`config.mk`:
```
export PLATFORM = sky130hd
export DESIGN_NAME = rf_access_arbiter
export DESIGN_NICKNAME = d
export VERILOG_FILES = /design/src/rtl/rf_access_arbiter.sv
export SDC_FILE = /design/constraint.sdc
export NUM_CORES = 1
export LEC_CHECK = 0
export BUFFER_PORTS_ARGS = -buffer_cell sky130_fd_sc_hd__buf_4
export CELL_PAD_IN_SITES_DETAIL_PLACEMENT = 0
export CELL_PAD_IN_SITES_GLOBAL_PLACEMENT = 1
export CORE_MARGIN = 2
export CORE_UTILIZATION = 33
export CTS_BUF_LIST = sky130_fd_sc_hd__clkbuf_16
export CTS_CLUSTER_SIZE = 40
export DETAILED_ROUTE_END_ITERATION = 8
export PLACE_DENSITY = 0.9
export SYNTH_ARGS = -nofsm -noshare
export SYNTH_HDL_FRONTEND = slang
export SYNTH_SLANG_ARGS = --single-unit
```
`constraint.sdc`:
```
create_clock -name clk -period 2 [get_ports clk]
set_input_delay 0.4 -clock clk [delete_from_list [all_inputs] [get_ports clk]]
set_output_delay 0.4 -clock clk [all_outputs]
set_load 0.02 [all_outputs]
```
`src/rtl/rf_access_arbiter.sv`:
```
// rtl/rf_access_arbiter.sv - register file write/read port arbiter between core writeback and debug access
// Optional feature macro: RF_ARB_X0_FILTER_EN (suppress register file writes to index 0)
module rf_access_arbiter #(
  parameter int STARVE_LIMIT = 8
) (
  input  logic        clk,
  input  logic        rst,
  input  logic        core_we,
  input  logic [4:0]  core_rd,
  input  logic [31:0] core_wd,
  output logic        core_stall,
  input  logic        dbg_req,
  input  logic        dbg_we,
  input  logic [4:0]  dbg_addr,
  input  logic [31:0] dbg_wdata,
  output logic        dbg_ack,
  output logic [31:0] dbg_rdata,
  output logic        rf_we,
  output logic [4:0]  rf_rd,
  output logic [31:0] rf_wd,
  output logic        rf_rs_sel,
  output logic [4:0]  rf_rs_addr,
  input  logic [31:0] rf_rs_data
);

  localparam logic [7:0] LIMIT = 8'(STARVE_LIMIT);

  typedef enum logic [1:0] {IDLE, ACCESS, ACK} state_t;

  state_t      state;
  state_t      state_next;
  logic [7:0]  starve_cnt;
  logic        req_we;
  logic [4:0]  req_addr;
  logic [31:0] req_wdata;
  logic        grant;

  // Debug wins immediately when the core is not writing, or once it has waited out the starvation limit
  assign grant = (state == IDLE) && dbg_req && (!core_we || (starve_cnt == LIMIT));

  // State register
  always_ff @(posedge clk) begin
    if (rst) state <= IDLE;
    else     state <= state_next;
  end

  // Count core-write cycles a pending debug request has lost, saturating at the limit
  always_ff @(posedge clk) begin
    if (rst) begin
      starve_cnt <= 8'd0;
    end else if (state == IDLE) begin
      if (!dbg_req || grant)
        starve_cnt <= 8'd0;
      else if (core_we && (starve_cnt != LIMIT))
        starve_cnt <= starve_cnt + 8'd1;
    end
  end

  // Capture the debug request on the grant edge so the requester's inputs may change afterwards
  always_ff @(posedge clk) begin
    if (rst) begin
      req_we    <= 1'b0;
      req_addr  <= 5'd0;
      req_wdata <= 32'd0;
    end else if (grant) begin
      req_we    <= dbg_we;
      req_addr  <= dbg_addr;
      req_wdata <= dbg_wdata;
    end
  end

  // Read data is registered at the end of the read access cycle and held until the next read
  always_ff @(posedge clk) begin
    if (rst)                                dbg_rdata <= 32'd0;
    else if ((state == ACCESS) && !req_we)  dbg_rdata <= rf_rs_data;
  end

  // Next-state logic: a single access cycle followed by a single acknowledge cycle
  always_comb begin
    state_next = state;
    case (state)
      IDLE:    if (grant) state_next = ACCESS;
      ACCESS:  state_next = ACK;
      ACK:     state_next = IDLE;
      default: state_next = IDLE;
    endcase
  end

  // Port steering; reset forces the idle view so nothing of an aborted access leaks out
  always_comb begin
    rf_we      = core_we;
    rf_rd      = core_rd;
    rf_wd      = core_wd;
    core_stall = 1'b0;
    rf_rs_sel  = 1'b0;
    rf_rs_addr = 5'd0;
    dbg_ack    = 1'b0;
    if (!rst) begin
      case (state)
        ACCESS: begin
          core_stall = 1'b1;
          rf_we      = req_we;
          rf_rd      = req_addr;
          rf_wd      = req_wdata;
          if (!req_we) begin
            rf_rs_sel  = 1'b1;
            rf_rs_addr = req_addr;
          end
        end
        ACK:     dbg_ack = 1'b1;
        default: ;
      endcase
    end
`ifdef RF_ARB_X0_FILTER_EN
    if (rf_rd == 5'd0) rf_we = 1'b0;
`else
    // Index-0 writes pass through; the register file itself discards them
`endif
  end

endmodule

```
==> impl_metrics.yaml <==
run_status:
  status: "finished with violations"
  failed_checks: "negative setup slack"
route:
  vias: 3463
  wl_per_cell_um: 14.60
  vias_per_cell: 4.636
  drt_wl_total_mm: 10.91
  drc: 0
  firstDrtPassIters: 4
  drt-initial-drc-count: 175
  antenna_left: 0
global_routing:
  grt_pass1_wl_mm: 16.68
  antenna_found_initial: 0
  grt_max_degree: 60
  grt_usage_pct: 16.51
  grt.overflow.total: 0
  grt_pass1_vias: 3438
synth:
  synth_commonest_cells: "dfxtp_1, nand2b_1, nand2_1, mux2_2, mux2i_1"
  yosysMostFrequentCell: "dfxtp_1"
  synth_top_area_share_pct: 42.51
  synth_edf_count: 0
  async_flop_share_pct: 0
  ys_types: 33
  synth_cells: 411
  synth-seq-area-share_pct: 42.51
  synth.cell_area_um2: 3767
  synth_ff_type: "dfxtp_1"
  synth-seq-cells: 80
  synth_nets: 524
  yosysWarnings: 0
  yosysTopAreaCell: "dfxtp_1"
  ys_top_cells_by_area: "dfxtp_1, nand2b_1, mux2_2"
  avgSynthCellArea_um2: 9.166
clocking:
  cts_tree: "done"
  hold_buffers: 0
  htreeDepth: 3
  ctsRootBufferMaster: "clkbuf_16"
  path_clk_slew_ns: 0.06
  clk_latency_ns: 0.32
  cts_made_buffers: 9
  clock_path_buffers: 2
  cts.sinks: 80
sta:
  drv_slew: 0
  fin_ws_ns: -0.05704
  worst_hold_slack_ns: 0.3188
  fin_setup_tns_ns: -1.474
  clock_skew_ns: 0.007437
  tightest_slew_ns: 0.6040
  hold_viol: 0
  finalSetupViolations: 36
  rsz0062_at_grt: "true"
  layout_min_cycle_time_ns: 2.057
  fin_crit_sh_pct: 102.9
  slew_headroom_pct: 59.73
  fmax_mhz: 486.1
power:
  ir_drop_uv: 371.4
  internal-power_mw: 3.051
  p_leak_nw: 2.622
  pwr-share-clk_pct: 39.4
  p_per_area_nw_per_um2: 671.3
  power_frac_comb_pct: 18.7
  p_total_mw: 4.046
  p_sw_share_pct: 24.58
  p_sw_mw: 0.9947
  power_frac_seq_pct: 41.9
placed_design:
  post_dp_cell_area_um2: 5304
  dp_slack_ns: 0.06558
  dp_cells: 721
  post-dp-hpwl_mm: 7.203
  port_buffers: 188
  place.gp.congestion: 0.7391
worst_setup_path:
  cp-startpoint: "state[1]"
  max_stage_delay_ns: 0.32
  path_buf_inv: 3
  crit_family: "buffers and inverters"
  worstSetupStartpointType: "flip-flop"
  r2r-start: "starve_cnt[0]"
  end_kind: "output pin"
  worstPathRequired_ns: 1.60
  slowest_stage: "dfxtp_2"
  crit_fanout: 7
  crit_top_cell: "buf_12"
  path_cells: "nand2b_4, nor2_4, buf_12, buf_12, mux2_4, buf_6"
  crit_type: "reg -> out"
  arrival_ns: 1.66
final_layout:
  syn_to_final_growth_pct: 59.98
  design_area_um2: 6027
  drive_above_1_share_pct: 44.21
  fin_cells: 747
  fin_util_pct: 53.47
  num_antenna_cells: 0
  final_nets: 712
die:
  fp.dieW_um: 110.8
  die_h_um: 110.8
  core_region_area_um2: 11270
  ios: 189
  initial_core_util_pct: 33.42
  fp-row-count: 39
  fp.dieArea_um2: 12290
worst_hold_path:
  hold_class: "in -> reg"
  min_from: "rf_rs_data[7]"
run:
  max-cap-violations: 0
[final timing paths]
check	to	slack, ns	cells after the start
max	rf_rd[1]	-0.06	6
min	dbg_rdata[7]	0.32	3
max reg2reg	req_wdata[24]	0.11	7
min reg2reg	dbg_rdata[7]	0.45	2
[registers in the layout, summed over array words and instances (netlist names)]
register / count
starve_cnt: 8
req_wdata: 32
state: 2
req_addr: 5
dbg_rdata: 32
req_we: 1
[power by group through the flow]
stage | registers (mW) | clock network (mW) | logic, mW
after floorplan | 1.75 | 0 | 0.325
after detailed placement | 1.73 | 0 | 0.663
after global routing | 1.70 | 1.71 | 0.807
after global placement | 1.73 | 0 | 0.650
final | 1.70 | 1.59 | 0.755
after CTS | 1.70 | 1.64 | 0.738
[what timing repair did]
| item | CTS | global route |
|---|---|---|
| resized for setup | 65 | 10 |
| gates cloned | 2 | 3 |
| setup buffers | 4 | 2 |
| pin swaps | 1 | 1 |
| setup endpoints to repair | 36 | 49 |
[area by class of cell]
class / instances / area [µm²]
Clock inverter: 7 / 63.81
Timing Repair Buffer: 206 / 1824
Sequential cell: 80 / 1607
Multi-Input combinational cell: 300 / 2121
Inverter: 2 / 7.507
Tap cell: 143 / 178.9
Clock buffer: 9 / 225.2
Fill cell: 1003 / 5245
[cell usage in the layout (no fill, tap or decap), drive strengths merged, types with 2 or more instances in the layout]
master	Yosys	final
nor2	10	10
buf	9	203
o21ai	2	2
nand4	2	2
or2	2	2
and3	2	2
clkbuf	20	12
mux2i	38	38
a21oi	33	33
xor2	5	5
ha	2	2
nand2b	77	77
clkinv	0	3
nand2	70	70
nand3	2	2
mux2	38	38
inv	2	5
and2	6	6
dfxtp	80	80
[layer usage]
metal | vias to the layer above | GRT usage, % | routed length [µm]
li1 | 1731 | - | -
met1 | 1626 | 19.43 | 4518
met2 | 100 | 30.39 | 5767
met3 | 6 | 3.445 | 522
met4 | 0 | 4.333 | 97
met5 | - | 0 | 0
[cell families after synthesis]
group / synth area share, %
simple gates: 24.64
mux: 21.45
buf+inv: 4.318
xor+xnor: 1.162
compound gates: 5.247
flops: 42.51
fa+ha+maj: 0.6641
[worst reg2reg max path, stage by stage, from the launching register on]
cell	delay, ns
dfxtp_1	0.34
inv_1	0.07
ha_1	0.13
or4b_1	0.45
o21ai_1	0.14
and3_2	0.26
buf_12	0.22
mux2i_1	0.23
Power figures use the tool's default switching activity.
